File: config.mk
export PLATFORM = sky130hd
export DESIGN_NAME = sign_extension
export DESIGN_NICKNAME = d
export VERILOG_FILES = /design/src/rtl/sign_extension_pkg.sv /design/src/rtl/sign_extension_sext_core.sv /design/src/rtl/sign_extension.sv
export SDC_FILE = /design/constraint.sdc
export NUM_CORES = 1
export LEC_CHECK = 0
export ABC_CLOCK_PERIOD_IN_PS = 1260
export CAP_MARGIN = 20
export CORE_UTILIZATION = 32
export CTS_CLUSTER_SIZE = 24
export DETAILED_ROUTE_END_ITERATION = 6
export PLACE_DENSITY = 0.9
export SYNTH_ARGS = -nofsm -noshare
export SYNTH_HDL_FRONTEND = slang
export SYNTH_HIERARCHICAL = 1
export SYNTH_SLANG_ARGS = --single-unit
File: constraint.sdc
create_clock -name I_CLOCK -period 1.26 [get_ports I_CLOCK]
set_input_delay 0.252 -clock I_CLOCK [delete_from_list [all_inputs] [get_ports I_CLOCK]]
set_output_delay 0.252 -clock I_CLOCK [all_outputs]
set_load 0.02 [all_outputs]
File: src/rtl/sign_extension_pkg.sv
// Shared widths for the immediate sign-extension block and its consumers.
// REG_WIDTH is the datapath register width that consumers size against.
package sign_extension_pkg;

    localparam int IN_WIDTH_DEF  = 16;
    localparam int OUT_WIDTH_DEF = 32;
    localparam int REG_WIDTH     = OUT_WIDTH_DEF;

    typedef logic [REG_WIDTH-1:0] reg_word_t;

endpackage : sign_extension_pkg

File: src/rtl/sign_extension_sext_core.sv
// Purely combinational extender: produces the sign-extended and the
// zero-extended forms of the immediate.
module sext_core
    import sign_extension_pkg::*;
#(
    parameter int IN_WIDTH  = IN_WIDTH_DEF,
    parameter int OUT_WIDTH = OUT_WIDTH_DEF
) (
    input  logic [IN_WIDTH-1:0]  in_i,
    output logic [OUT_WIDTH-1:0] out_sext_o,
    output logic [OUT_WIDTH-1:0] out_zext_o
);

    // Equal widths need a separate branch: a zero-count replication is illegal.
    generate
        if (OUT_WIDTH > IN_WIDTH) begin : g_extend
            assign out_sext_o = {{(OUT_WIDTH - IN_WIDTH){in_i[IN_WIDTH-1]}}, in_i};
            assign out_zext_o = {{(OUT_WIDTH - IN_WIDTH){1'b0}}, in_i};
        end else begin : g_same
            assign out_sext_o = in_i;
            assign out_zext_o = in_i;
        end
    endgenerate

endmodule : sext_core

File: src/rtl/sign_extension.sv
// Immediate sign extender with combinational outputs and a one-cycle
// registered copy of the sign-extended value and the sign flag.
module sign_extension
    import sign_extension_pkg::*;
#(
    parameter int IN_WIDTH  = IN_WIDTH_DEF,
    parameter int OUT_WIDTH = OUT_WIDTH_DEF
) (
    input  logic                 I_CLOCK,
    input  logic                 I_RESET,
    input  logic [IN_WIDTH-1:0]  In,
    output logic [OUT_WIDTH-1:0] Out,
    output logic [OUT_WIDTH-1:0] OutZero,
    output logic                 OutNeg,
    output logic [OUT_WIDTH-1:0] OutReg,
    output logic                 OutNegReg
);

    logic [OUT_WIDTH-1:0] out_reg_d, out_reg_q;
    logic                 out_neg_d, out_neg_q;

    sext_core #(
        .IN_WIDTH  (IN_WIDTH),
        .OUT_WIDTH (OUT_WIDTH)
    ) u_sext_core (
        .in_i       (In),
        .out_sext_o (Out),
        .out_zext_o (OutZero)
    );

    // The combinational path never touches clock or reset.
    assign OutNeg = In[IN_WIDTH-1];

    assign out_reg_d = Out;
    assign out_neg_d = OutNeg;

    always_ff @(posedge I_CLOCK or posedge I_RESET) begin
        if (I_RESET) begin
            out_reg_q <= '0;
            out_neg_q <= 1'b0;
        end else begin
            out_reg_q <= out_reg_d;
            out_neg_q <= out_neg_d;
        end
    end

    assign OutReg    = out_reg_q;
    assign OutNegReg = out_neg_q;

endmodule : sign_extension

Word-level counts from Yosys, hierarchy flattened
Index checks and enable logic that the tools add are counted.
W data, S select, Z words.
- register bits: 17

Longest topological paths before layout
Gate-level depths: netlist of run 1.
- depth in word-level cells: 0
- mapped depth: 1

Modules after synthesis
The synthesis of run 1 kept the hierarchy.
- modules (own cells, without submodules) (module ; cells each ; instances ; area each (µm²)):
    sign_extension ; 35 ; 1 ; 837.1
    sext_core ; 65 ; 1 ; 484.2

Worst setup path before layout of run 1
No wires, ideal clock.
- path type: reg2out
- start point: register out_neg_q, in the netlist OutNegReg
- end point: output OutNegReg
- setup slack: 0.592 ns
- cell stages (with the launch flop): 1
- path buffers: 0
- data required time: 1.008 ns
- data arrival time: 0.416 ns
- cell sequence: dfrtp_1
- RTL lines (what ; line ; RTL):
    from (decl) ; sign_extension.sv:20 ; logic out_neg_d, out_neg_q;
    from (signal assigned) ; sign_extension.sv:43 ; out_neg_q <= out_neg_d;
    to (decl) ; sign_extension.sv:16 ; output logic OutNegReg
No word-level cell between the ends.

Worst setup path in the final report of run 1
- start point: register out_reg_q[4], in the netlist OutReg[4]
- end point: output OutReg[4]
- RTL lines (what ; line ; RTL):
    from (decl) ; sign_extension.sv:19 ; logic [OUT_WIDTH-1:0] out_reg_d, out_reg_q;
    from (signal assigned) ; sign_extension.sv:42 ; out_reg_q <= out_reg_d;
    to (decl) ; sign_extension.sv:15 ; output logic [OUT_WIDTH-1:0] OutReg,
No word-level cell between the ends.

==> summary.md, run 1 <==
| Metric | Value |
|---|---|
| Top sig layer | met4 |
| Tcrit/Tclk final | 0.9597 |
| DR vias/cell | about 3.6 |
| Commonest non-fill, non-tap cell in the layout | dfrtp_1 |
| Max Cap Viol | 0 |
| Fraction of layout cells with a size suffix above 1 | 0.3952 |
| Fin. max-slew vios | 0 |
| Final Net Count | around 180 |
| Yosys cell types | 4 |
| Avg Cell Area, Syn | roughly 13 um2 |
| RSZ-0062 raised after global routing | no |
| Grt ovf | 0 |
| GPL Wtd Cong | between 0.6 and 0.7 |
| Fmax | around 0.83 GHz |
| Clock Sinks | 33 |
| Die Area | between 4000 and 5000 um2 |
| Critical Path Source Type | register |
| Largest net degree at the start of global routing | 34 |
| Cell count along the critical path | 1 |
| Pre-CTS WS | -0.5840 ns |
| Worst path top cell family by delay | flip-flops |
| Synth Area in Adders | 0 |
| Fin. Hold Viols | 0 |
| Vias | between 700 and 800 |
| Setup ws final | between 0.05 and 0.06 ns |
| WL met2 | approximately 1.2 mm |
| Critical Path End Type | output port |
| Starting DRT DRC Count | 7 |
| Most frequent cells in the layout | dfrtp_1 (33), dlygate4sd2_1 (32), buf_2 (30), clkdlybuf4s15_2 (19) |
| Root buf cell | clkbuf_8 |
| # rows | 22 |
| Sequential area share after synthesis | 0.6250 |
| IO Pins | approximately 120 |
| Drt pass-1 iters | 4 |
| Port bufs | 99 |
| Slowest cell on the critical path | dfrtp_1 |
| Critical path type | reg -> out |
| Post-layout min period | ~1.2 ns |
| Peak supply drop | roughly 0.00047 V |
| Status | completed |
| Synth Instances | 100 |
| HP Class | in -> async |
| DRC errors left | 0 |
| Post-CTS Hold Buffers | 0 |
| Post-Synth XOR/XNOR Area | 0 |
| GRT Util Overall | 0.09431 |
| First-pass GRT wire length | slightly below 3 mm |
| Largest family of logic cells by synthesized area | buffers and inverters |
| Number of synthesis warnings | 6 |
| Post-Route WL | between 2 and 2.5 mm |
| CTS tree | built |
| Compound-gate portion of the synthesized area | 0 |
| Clk slew on worst S/H paths | about 0.06 ns |
| Lkg Pwr | between 1 and 1.5 nW |
| Final core utilization | 0.5306 |
| DR WL met3 | approximately 240 um |
| Max clock buf depth | 2 |
| CP arrival | around 0.96 ns |
| Slowest stage delay, CP | between 0.3 and 0.4 ns |
| Vias in the first global route | just under 600 |
| CTS H-tree lvls | 2 |
| ANT nets after route | 0 |
| CTS Buf Count | 5 |
| Critical Path RT | approximately 1.0 ns |
| Critical path peak fanout | 1 |
| Die height | about 66 um |
| WP buf/inv | 1 |
| Initial antenna violation count | 0 |
| Die Width | around 66 um |
| Ant. Diodes | 0 |
| Hpwl dp | 1.604 mm |
| Synth Area in Simple Gates | 0 |
| Register bit total from synthesis | 33 |
| Core area | roughly 3800 um2 |
| WL/cell | 9.967 um |
| M1 WL | around 630 um |
| P per Cell Area | about 1300 nW/um2 |
| Mux cell area share after synthesis | 0 |
| Final setup fails | 0 |
| Layout area overhead | 52.56% |
| Hold slack | ~0.33 ns |
| Mapped cell area | ~1300 um2 |
| Initial Util | 0.3478 |
| Worst path cell trace | dlygate4sd2_1 |
==> cells in the mapped netlist, drive strengths merged <==
cell type	n	area, um2
dfrtp	33	825.8
inv	1	3.750
buf	65	488.0
conb	1	3.750
==> cells by family (layout without fill, tap and decap cells) <==
| group | after synthesis | count (layout) |
|---|---|---|
| buf+inv | 66 | 118 |
| flops | 33 | 33 |
| other cells | 1 | 16 |
==> state kept, by name (all words and copies together), names as in the netlist <==
register	cells
OutReg	32
OutNegReg	1
==> worst paths after layout <==
kind                              end  slack (ns)  startpoint
setup / recovery            OutReg[4]        0.05   OutReg[4]
max in group asynchronous  OutReg[25]        0.77     I_RESET
hold / removal              OutReg[7]        0.33     I_RESET
min in group I_CLOCK       OutReg[30]        0.45      In[15]
==> routing by layer <==
metal  vias to the layer above  global-route usage
li1                        351                   -
met1                       345             0.08981
met2                        66              0.1798
met3                         5             0.01724
met4                         0             0.06383
met5                         -                   0
==> power by group <==
| group | internal [mW] | total [mW] | switching (mW) |
|---|---|---|---|
| Clock | 0.644 | 0.968 | 0.324 |
| Sequential | 1.11 | 1.12 | 0.00980 |
| Combinational | 0.210 | 0.530 | 0.320 |
==> what timing repair did <==
action	in CTS	in global routing
resized for setup	210	3
setup endpoints to repair	82	21
setup buffers	0	0
cloned	1	0
==> final cells by class <==
class | count | area, um2
fillers | 350 | 1783
clock inverters | 1 | 30.03
inverters | 1 | 3.754
repair buffers | 109 | 949.7
clock buffers | 7 | 86.33
well taps | 48 | 60.06
multi-input cells | 16 | 60.06
flip-flops and latches | 33 | 825.8
==> through the flow <==
stage	std cells	setup TNS, ns	cell area (um2)	power, mW
floorplan	115	0	1378	1.549
global placement	206	-20.92	2033	1.758
detailed placement	206	-21.75	2033	1.765
CTS	215	0	2019	2.659
global route	215	0	2016	2.742
finish	215	0	2016	2.620
==> tightest hold or removal path, delay by kind of cell <==
kind	cells	cell delay (ns)
buffers and inverters	3	0.69
(Power assumes the default switching activity.)
==> run 2: changes to the inputs <==
HOLD_SLACK_MARGIN = 0.12   (was not set)
==> results of run 2 <==
Final layout, timing and power as in run 1 (identical DEF).
==> run 3: changes to the inputs <==
ABC_CLOCK_PERIOD_IN_PS = 1200   (was 1260)
CTS_BUF_LIST = sky130_fd_sc_hd__clkbuf_8   (was not set)
clock period = 1.2 ns   (was 1.26 ns; I/O delays follow)
==> summary.md, run 3 (synthesis gave the netlist of run 1 again) <==
| Metric | Value |
|---|---|
| Worst setup path startpoint | OutReg[10] |
| CTS H-tree lvls | 2 (unchanged) |
| # rows | 22 (unchanged) |
| Die Area | 4390 um2 (unchanged) |
| CTS tree | built |
| Critical path type | reg -> out |
| RSZ-0062 raised after global routing | no |
| Core area | 3799 um2 (unchanged) |
| Critical Path Source Type | register |
| WL/cell | 9.921 um (-0.47%) |
| Fmax | about 0.86 GHz |
| Starting DRT DRC Count | 7 (unchanged) |
| Most frequent cells in the layout | dfrtp_1 (33), buf_2 (30), clkdlybuf4s15_1 (24), clkdlybuf4s15_2 (19) |
| Setup TNS | 0 ns (unchanged) |
| Hold depth | 2 |
| Port bufs | 99 (unchanged) |
| Lkg Pwr | 1.005 nW (-1.5%) |
| CP arrival | 0.93 ns (-0.03 ns) |
| GRT Util Overall | 0.09505 (+0.0007339) |
| GPL Wtd Cong | 0.6223 (unchanged) |
| Root buf cell | clkbuf_8 |
| CTS Buf Count | 5 (unchanged) |
| Fin. max-slew vios | 0 (unchanged) |
| Postcts setup bufs | 0 (unchanged) |
| Worst path top cell family by delay | flip-flops |
| Clk slew on worst S/H paths | 0.06 ns (about the same) |
| Max FFs per register | 32 (unchanged) |
| Slowest cell on the critical path | dfrtp_1 |
| Status | completed |
| Worst path cell trace | dlygate4sd2_1 |
| Fin. Hold Viols | 0 (unchanged) |
| First-pass GRT wire length | 2.973 mm (+0.92%) |
| Slowest stage delay, CP | 0.35 ns (-0.02 ns) |
| Ant. Diodes | 0 (unchanged) |
| Peak supply drop | 0.0004932 V (+5.0%) |
| WP buf/inv | 1 (unchanged) |
| Final std cells w/o fill | 215 (unchanged) |
| Max Cap Viol | 0 (unchanged) |
| ANT nets after route | 0 (unchanged) |
| Vias | 767 (unchanged) |
| DRC errors left | 0 (unchanged) |
| Largest net degree at the start of global routing | 34 (unchanged) |
| Hpwl dp | 1.604 mm (unchanged) |
| Layout area overhead | 53.50% |
| Final setup fails | 0 (unchanged) |
| Drt pass-1 iters | 4 (unchanged) |
| Hold slack | 0.2916 ns (-0.04006 ns) |
| Post-DP Area | 2033 um2 (unchanged) |
| Critical Path End Type | output port |
| Initial antenna violation count | 0 (unchanged) |
| P per Cell Area | 1356 nW/um2 (+4.3%) |
| Hold Path Sink | OutReg[30] |
| Post-Route WL | 2.133 mm (-0.47%) |
| Critical path peak fanout | 1 (unchanged) |
| Critical Path RT | 0.96 ns (-0.05 ns) |
| DP Cell Count | 206 (unchanged) |
| Post-layout min period | between 1 and 1.5 ns |
| Die height | 66.26 um (unchanged) |
| Post-CTS Hold Buffers | 0 (unchanged) |
| Initial Util | 0.3478 (unchanged) |
| Vias in the first global route | 596 (+0.85%) |
| Commonest non-fill, non-tap cell in the layout | dfrtp_1 |
| DR vias/cell | 3.567 (unchanged) |
| Die Width | 66.26 um (unchanged) |
| Grt ovf | 0 (unchanged) |
| Hold Crit Start | In[15] |
| HP Class | in -> reg |
| Fin area | 2028 um2 (+0.62%) |
| IO Pins | 116 (unchanged) |
| Final Net Count | 184 (unchanged) |
| Fraction of layout cells with a size suffix above 1 | 0.4192 (+0.02395) |
| Clock Sinks | 33 (unchanged) |
| Max clock buf depth | 2 (unchanged) |
| Tcrit/Tclk final | 0.9735 |
[run 3: metal layers]
| metal | wire [um] | share of wire | up-vias | GRT usage |
|---|---|---|---|---|
| li1 | - | - | 350 | - |
| met1 | 641 | 0.30 | 346 | 0.09091 |
| met2 | 1208 | 0.57 | 66 | 0.1811 |
| met3 | 240 | 0.11 | 5 | 0.01724 |
| met4 | 43 | 0.020 | 0 | 0.06383 |
| met5 | 0 | 0 | - | 0 |
[run 3: worst max-delay path by stage]
stage | cells past startpoint | slack, ns | endpoint
after global routing | 1 | 0.0005 | OutReg[26]
after global placement | 3 | -0.60 | Out[22]
after floorplan | 1 | 0.24 | OutNegReg
after CTS | 1 | 0.0008 | OutReg[2]
after detailed placement | 3 | -0.62 | Out[22]
final | 1 | 0.03 | OutReg[10]
[run 3: cell type report]
type	instances	area [um2]
repair buffers	109	962.2
clock buffers	6	82.58
inverters	1	3.754
well taps	48	60.06
multi-input cells	16	60.06
clock inverters	2	33.78
flip-flops and latches	33	825.8
fillers	341	1770
[run 3: where the power goes]
group	internal, mW	leakage [nW]	switching, mW
registers	1.17	0.385	0.0124
clock network	0.667	0.0626	0.339
logic	0.226	0.558	0.336
[run 3: what timing repair did]
action                                  CTS  global route
gates cloned                              1             0
endpoints found under the hold margin     0             0
endpoints found under the setup margin   82            43
gates resized for setup                 217            26
[run 3: metrics by stage]
step	setup WS, ns	total power, mW	utilization
6_report	0.03177	2.750	0.5339
5_1_grt	0.0005063	2.879	0.5339
4_1_cts	0.0008042	2.785	0.5320
3_5_place_dp	-0.6200	1.853	0.5352
3_3_place_gp	-0.5965	1.846	0.5352
2_1_floorplan	0.2408	1.626	-
